<file path="src/rtl/alu_op_sequencer.sv">
// rtl/alu_op_sequencer.sv - queued ALU operand/control initiator with in-order valid/ready responses
module alu_op_sequencer #(
  parameter int DATA_WIDTH = 32,
  parameter int CTRL_WIDTH = 4,
  parameter int FIFO_DEPTH = 4,
  parameter int MAX_CODE   = 9
) (
  input  logic                  Clk,
  input  logic                  Rst_n,
  input  logic                  ReqValid,
  output logic                  ReqReady,
  input  logic [CTRL_WIDTH-1:0] ReqCtrl,
  input  logic [DATA_WIDTH-1:0] ReqA,
  input  logic [DATA_WIDTH-1:0] ReqB,
  output logic [CTRL_WIDTH-1:0] ALUControl,
  output logic [DATA_WIDTH-1:0] A,
  output logic [DATA_WIDTH-1:0] B,
  input  logic [DATA_WIDTH-1:0] ALUResult,
  input  logic                  Zero,
  output logic                  RspValid,
  input  logic                  RspReady,
  output logic [DATA_WIDTH-1:0] RspResult,
  output logic                  RspZero,
  output logic [CTRL_WIDTH-1:0] RspCtrl,
  output logic                  RspErr,
  output logic                  Busy
);

  localparam int PTR_W = $clog2(FIFO_DEPTH);
  localparam int CNT_W = PTR_W + 1;

  typedef enum logic [1:0] {S_IDLE, S_ISSUE, S_CAPTURE, S_RESP} state_t;

  logic [CTRL_WIDTH-1:0] fifo_ctrl_q [FIFO_DEPTH];
  logic [DATA_WIDTH-1:0] fifo_a_q    [FIFO_DEPTH];
  logic [DATA_WIDTH-1:0] fifo_b_q    [FIFO_DEPTH];

  state_t                state_q, state_d;
  logic [PTR_W-1:0]      wr_ptr_q, wr_ptr_d, rd_ptr_q, rd_ptr_d;
  logic [CNT_W-1:0]      count_q, count_d;
  logic [CTRL_WIDTH-1:0] alu_ctrl_q, alu_ctrl_d;
  logic [DATA_WIDTH-1:0] a_q, a_d, b_q, b_d;
  logic                  err_q, err_d;
  logic                  rsp_valid_q, rsp_valid_d;
  logic [DATA_WIDTH-1:0] rsp_result_q, rsp_result_d;
  logic                  rsp_zero_q, rsp_zero_d;
  logic [CTRL_WIDTH-1:0] rsp_ctrl_q, rsp_ctrl_d;
  logic                  rsp_err_q, rsp_err_d;
  logic                  busy_q, busy_d;
  logic                  full, push, pop;

  assign full = (count_q == CNT_W'(FIFO_DEPTH));
  assign push = ReqValid && !full;
  assign pop  = (state_q == S_IDLE) && (count_q != '0);

  always_comb begin
    state_d      = state_q;
    wr_ptr_d     = wr_ptr_q;
    rd_ptr_d     = rd_ptr_q;
    count_d      = count_q;
    alu_ctrl_d   = alu_ctrl_q;
    a_d          = a_q;
    b_d          = b_q;
    err_d        = err_q;
    rsp_valid_d  = rsp_valid_q;
    rsp_result_d = rsp_result_q;
    rsp_zero_d   = rsp_zero_q;
    rsp_ctrl_d   = rsp_ctrl_q;
    rsp_err_d    = rsp_err_q;

    if (push) wr_ptr_d = wr_ptr_q + PTR_W'(1);
    if (pop)  rd_ptr_d = rd_ptr_q + PTR_W'(1);
    if (push && !pop)      count_d = count_q + CNT_W'(1);
    else if (pop && !push) count_d = count_q - CNT_W'(1);

    case (state_q)
      S_IDLE: begin
        if (pop) begin
          alu_ctrl_d = fifo_ctrl_q[rd_ptr_q];
          a_d        = fifo_a_q[rd_ptr_q];
          b_d        = fifo_b_q[rd_ptr_q];
          err_d      = fifo_ctrl_q[rd_ptr_q] > CTRL_WIDTH'(MAX_CODE);
          state_d    = S_ISSUE;
        end
      end
      S_ISSUE: state_d = S_CAPTURE;
      S_CAPTURE: begin
        // An illegal code never trusts the ALU: report a forced zero result.
        rsp_result_d = err_q ? '0 : ALUResult;
        rsp_zero_d   = err_q ? 1'b1 : Zero;
        rsp_ctrl_d   = alu_ctrl_q;
        rsp_err_d    = err_q;
        rsp_valid_d  = 1'b1;
        state_d      = S_RESP;
      end
      S_RESP: begin
        if (RspReady) begin
          rsp_valid_d = 1'b0;
          state_d     = S_IDLE;
        end
      end
      default: state_d = S_IDLE;
    endcase

    busy_d = (count_d != '0) || (state_d != S_IDLE);
  end

  always_ff @(posedge Clk) begin
    if (push) begin
      fifo_ctrl_q[wr_ptr_q] <= ReqCtrl;
      fifo_a_q[wr_ptr_q]    <= ReqA;
      fifo_b_q[wr_ptr_q]    <= ReqB;
    end
  end

  always_ff @(posedge Clk or negedge Rst_n) begin
    if (!Rst_n) begin
      state_q      <= S_IDLE;
      wr_ptr_q     <= '0;
      rd_ptr_q     <= '0;
      count_q      <= '0;
      alu_ctrl_q   <= '0;
      a_q          <= '0;
      b_q          <= '0;
      err_q        <= 1'b0;
      rsp_valid_q  <= 1'b0;
      rsp_result_q <= '0;
      rsp_zero_q   <= 1'b0;
      rsp_ctrl_q   <= '0;
      rsp_err_q    <= 1'b0;
      busy_q       <= 1'b0;
    end else begin
      state_q      <= state_d;
      wr_ptr_q     <= wr_ptr_d;
      rd_ptr_q     <= rd_ptr_d;
      count_q      <= count_d;
      alu_ctrl_q   <= alu_ctrl_d;
      a_q          <= a_d;
      b_q          <= b_d;
      err_q        <= err_d;
      rsp_valid_q  <= rsp_valid_d;
      rsp_result_q <= rsp_result_d;
      rsp_zero_q   <= rsp_zero_d;
      rsp_ctrl_q   <= rsp_ctrl_d;
      rsp_err_q    <= rsp_err_d;
      busy_q       <= busy_d;
    end
  end

  assign ReqReady   = !full;
  assign ALUControl = alu_ctrl_q;
  assign A          = a_q;
  assign B          = b_q;
  assign RspValid   = rsp_valid_q;
  assign RspResult  = rsp_result_q;
  assign RspZero    = rsp_zero_q;
  assign RspCtrl    = rsp_ctrl_q;
  assign RspErr     = rsp_err_q;
  assign Busy       = busy_q;

endmodule

</file>
<file path="config.mk">
export PLATFORM = sky130hd
export DESIGN_NAME = alu_op_sequencer
export DESIGN_NICKNAME = d
export VERILOG_FILES = /design/src/rtl/alu_op_sequencer.sv
export SDC_FILE = /design/constraint.sdc
export NUM_CORES = 1
export LEC_CHECK = 0
export ABC_AREA = 1
export CORE_AREA = 2 2 168 170
export DETAILED_ROUTE_END_ITERATION = 7
export DIE_AREA = 0 0 170 172
export PLACE_DENSITY = 0.87
export SKIP_LAST_GASP = 1
export SLEW_MARGIN = 20
export SYNTH_ARGS = -nofsm -noshare
export SYNTH_HDL_FRONTEND = slang
export SYNTH_SLANG_ARGS = --single-unit
</file>
<file path="constraint.sdc">
create_clock -name Clk -period 7.4 [get_ports Clk]
set_input_delay 1.11 -clock Clk [delete_from_list [all_inputs] [get_ports Clk]]
set_output_delay 1.11 -clock Clk [all_outputs]
set_load 0.05 [all_outputs]
</file>
==> flow_summary_export.csv <==
group,metric,value,unit
sta,fmax,306.9,MHz
synth,synthesized_area_fraction_occupied_by_adder_cells,0.005855,
route,via_count,9435,
pwr,ir_worst_vdd,0.0002994,V
floorplanning,boundaryPins,214,
clocking,cts_hold_buffers,0,
global_route,number_of_antenna_violations_at_the_first_check_in_global_routing,3,
route,drc,0,
sta,slew_violations,0,
critical_path,crit_path_cell_trace,"clkdlybuf4s50_1 > nand2_1 > nor2_4 > buf_4",
clocking,cts-buffers-inserted,40,
clocking,post_cts_buffers,0,
floorplanning,coreArea,27480,um^2
sta,setup-violations-final,0,
placement,place_hpwl,18.72,mm
pwr,finalPower,8.763,mW
synth,area_share_of_xor_xnor_cells_in_the_synthesized_design,0.001171,
critical_path,worstPathRequired,7.55,ns
route,drt_iter0_markers,774,
synth,synth_top_family_by_area,"compound AO/OA/AOI/OAI gates",
cells_and_area,multiInputGateArea,3312,um^2
critical_path,critPathArrivalTime,3.41,ns
synth,syn_inst,1123,
global_route,first_global_vias,9716,
global_route,grt_max_degree,138,
critical_path,longest_individual_stage_delay_on_the_worst_path,0.87,ns
cells_and_area,finalNetCount,1430,
clocking,ctsResizeCount,0,
critical_path,critical_path.max_fanout,38,
floorplanning,fp.dieArea,29240,um^2
synth,fraction_of_the_mapped_netlist_area_in_simple_logic_gates,0.1016,
floorplanning,initial_utilization,0.5444,
sta,setup_slack,4.142,ns
clocking,clock_path_buffers,3,
synth,synth_mux_area_frac,0,
sta,timing.clock.skew,0.01964,ns
route,post_drt_wl_per_cell,19.20,um
critical_path,crit_path_start_kind,"input pin",
synth,synth_compound_area_frac,0.1107,
synth,yosys_register_bits,390,
pwr,power.static_leakage,6.624,nW
clocking,cts_tree,"built",
critical_path,cp.buffers_inverters,2,
route,drtAntennaViolNets,0,
sta,period_share,0.4403,
critical_path,critical_path.top_delay_family,"simple AND/OR/NAND/NOR gates",
critical_path,path_class,"input pin to flip-flop",
critical_path,timing.critical_path.slowest_stage_cell,"sky130_fd_sc_hd__nor2_4",
route,detail_route.first_pass.iterations,5,
synth,postSynthNetCount,1235,
sta,timing.final.hold_violations,0,
floorplanning,die_h,172,um
synth,synth.avg_cell_area,13.32,um^2
global_route,grt_use_total,0.2244,
synth,synth_seq_area_share,0.7435,
clocking,htreeDepth,2,
cells_and_area,final-instance-count-excl-fill,1696,
cells_and_area,filler_cell_count,1872,
route,drt-total-wl,32.57,mm
placement,gp_routability_congestion,0.7925,
synth,ys_types,28,
cells_and_area,drive_gt1_frac,0.09125,
placement,number_of_port_buffers,213,
placement,placed_cells,1622,
cells_and_area,finish.utilization,0.6707,
clocking,clkTransAtPathRegs,0.06,ns
cells_and_area,layout-area-overhead-vs-synth,23.20,%
cells_and_area,regArea,11130,um^2
sta,worstMarginPinSlew,1.070,ns
sta,timing.slew.headroom,0.2865,
synth,synth.cell_area,14960,um^2
sta,final.hold.worst_slack,0.4746,ns
run,drv.max_cap_violation_count,0,
placement,cell_area_after_placement,17150,um^2
clocking,ctsRootBufferMaster,"sky130_fd_sc_hd__clkbuf_16",
critical_path,end_kind,"flip-flop",
floorplanning,placement_rows,61,
cells_and_area,final_cell_area,18430,um^2
floorplanning,die_width,170,um
sta,rsz_0062_raised_after_global_routing,"no",
clocking,clkSinkCount,390,
clocking,clk_latency,0.53,ns
synth,yosysWarnings,0,
sta,period_needed,3.258,ns
placement,placement.setup.worst_slack,3.594,ns
global_route,overflow,0,
global_route,wire_length_of_the_first_global_routing_pass,50.96,mm
sta,final.setup.tns,0,ns
worst_hold_path,holdCritPathClass,"flip-flop to flip-flop",
status,run_status,"finished, final reports clean",
pwr,pwr_per_cell_area,475.5,nW/um^2
route,vias_per_cell,5.563,
[final cells by class]
type | count | share of cell area
Clock inverter | 21 | 0.01249
Multi-Input combinational cell | 645 | 0.1797
Timing Repair Buffer | 220 | 0.1186
Sequential cell | 390 | 0.6039
Inverter | 21 | 0.004957
Antenna cell | 2 | 0.0002716
Clock buffer | 51 | 0.05656
Tap cell | 346 | 0.02349
[Yosys cell counts]
master	n	share of area
sky130_fd_sc_hd__buf_6	6	0.0045
sky130_fd_sc_hd__a21oi_1	1	0.00033
sky130_fd_sc_hd__nand2_4	1	0.00075
sky130_fd_sc_hd__a22o_1	32	0.019
sky130_fd_sc_hd__edfxtp_1	272	0.55
sky130_fd_sc_hd__inv_1	17	0.0043
sky130_fd_sc_hd__o21bai_1	1	0.00050
sky130_fd_sc_hd__buf_4	13	0.0065
sky130_fd_sc_hd__buf_1	3	0.00075
sky130_fd_sc_hd__a31oi_2	36	0.030
sky130_fd_sc_hd__a31oi_1	28	0.012
sky130_fd_sc_hd__nand3_1	10	0.0033
sky130_fd_sc_hd__o21ai_0	143	0.048
sky130_fd_sc_hd__o21ai_1	2	0.00067
sky130_fd_sc_hd__clkbuf_1	22	0.0055
sky130_fd_sc_hd__o22ai_1	2	0.00084
sky130_fd_sc_hd__dfrtp_1	118	0.20
sky130_fd_sc_hd__nor2_2	10	0.0042
sky130_fd_sc_hd__ha_1	7	0.0059
sky130_fd_sc_hd__nand2_1	33	0.0083
sky130_fd_sc_hd__buf_8	1	0.0010
sky130_fd_sc_hd__xor2_1	2	0.0012
sky130_fd_sc_hd__inv_4	1	0.00042
sky130_fd_sc_hd__nor2_4	1	0.00075
sky130_fd_sc_hd__buf_2	16	0.0054
sky130_fd_sc_hd__nor2_1	336	0.084
sky130_fd_sc_hd__buf_12	6	0.0080
sky130_fd_sc_hd__inv_2	3	0.00075
[tightest hold or removal path, delay by kind of cell (launching register included)]
kind          cells  cell delay [ns]
flops             1             0.34
simple gates      2             0.11
[power breakdown]
group	internal, mW	total (mW)	switching (mW)
clock	1.14	1.94	0.797
combinational	1.10	3.44	2.34
sequential	2.99	3.39	0.391
total	5.23	8.76	3.53
[state kept, by name, indices dropped and copies added (netlist names), 3 cells and up]
register / count
A: 32
ALUControl: 4
B: 32
RspCtrl: 4
RspResult: 32
count_q: 3
fifo_a_q: 128
fifo_b_q: 128
fifo_ctrl_q: 16
[final timing paths]
check	from	slack [ns]	endpoint	cells past startpoint
setup reg to reg	count_q[0]$_DFF_PN0_	4.44	fifo_ctrl_q[0][1]$_DFFE_PP_	6
max in group asynchronous	Rst_n	5.55	rd_ptr_q[0]$_DFFE_PN0P_	2
hold reg to reg	RspZero$_DFFE_PN0P_	0.47	RspZero$_DFFE_PN0P_	2
hold / removal	RspZero$_DFFE_PN0P_	0.47	RspZero$_DFFE_PN0P_	2
min in group asynchronous	Rst_n	0.59	B[28]$_DFFE_PN0P_	1
setup / recovery	ReqValid	4.14	fifo_ctrl_q[0][1]$_DFFE_PP_	4
[layer usage]
metal	part of all wire	global-route usage	up-vias
met1	0.39	0.2750	4587
met4	0.027	0.07878	2
met5	0.00040	0	-
met2	0.50	0.3968	414
li1	-	-	4370
met3	0.084	0.04829	62
[logic make-up (layout without fill, tap and decap cells)]
family                   count (synthesis)  count (layout)
adder cells (fa/ha/maj)                  7               7
AND/OR/NAND/NOR                        391             391
XOR/XNOR                                 2               2
other                                    0               2
AO/OA/AOI/OAI                          245             245
buffers and inverters                   88             313
flip-flops                             390             390
[layout by cell type (no fill, tap or decap)]
cell type | synthesis | final
sky130_fd_sc_hd__bufinv_16 | 0 | 4
sky130_fd_sc_hd__nand2_4 | 1 | 1
sky130_fd_sc_hd__o21ai_0 | 143 | 143
sky130_fd_sc_hd__clkinv_1 | 0 | 4
sky130_fd_sc_hd__clkinv_8 | 0 | 2
sky130_fd_sc_hd__inv_6 | 0 | 2
sky130_fd_sc_hd__edfxtp_1 | 272 | 272
sky130_fd_sc_hd__nand3_1 | 10 | 10
sky130_fd_sc_hd__inv_2 | 3 | 2
sky130_fd_sc_hd__dfrtp_1 | 118 | 116
sky130_fd_sc_hd__clkinv_4 | 0 | 1
sky130_fd_sc_hd__a31oi_2 | 36 | 36
sky130_fd_sc_hd__ha_1 | 7 | 7
sky130_fd_sc_hd__o21bai_1 | 1 | 1
sky130_fd_sc_hd__a22o_1 | 32 | 32
sky130_fd_sc_hd__xor2_1 | 2 | 2
sky130_fd_sc_hd__a31oi_1 | 28 | 28
sky130_fd_sc_hd__nor2_2 | 10 | 10
sky130_fd_sc_hd__dfrtp_4 | 0 | 2
sky130_fd_sc_hd__o22ai_1 | 2 | 2
sky130_fd_sc_hd__o21ai_1 | 2 | 2
sky130_fd_sc_hd__buf_6 | 6 | 1
sky130_fd_sc_hd__inv_8 | 0 | 1
sky130_fd_sc_hd__nor2_1 | 336 | 332
sky130_fd_sc_hd__nand2_1 | 33 | 33
sky130_fd_sc_hd__clkdlybuf4s50_1 | 0 | 212
sky130_fd_sc_hd__buf_4 | 13 | 7
sky130_fd_sc_hd__nor2_4 | 1 | 5
sky130_fd_sc_hd__inv_1 | 17 | 17
sky130_fd_sc_hd__a21oi_1 | 1 | 1
sky130_fd_sc_hd__clkbuf_1 | 22 | 11
sky130_fd_sc_hd__clkinv_2 | 0 | 9
sky130_fd_sc_hd__clkbuf_16 | 0 | 40
sky130_fd_sc_hd__diode_2 | 0 | 2
No activity file was read; power rests on OpenSTA's default activity.
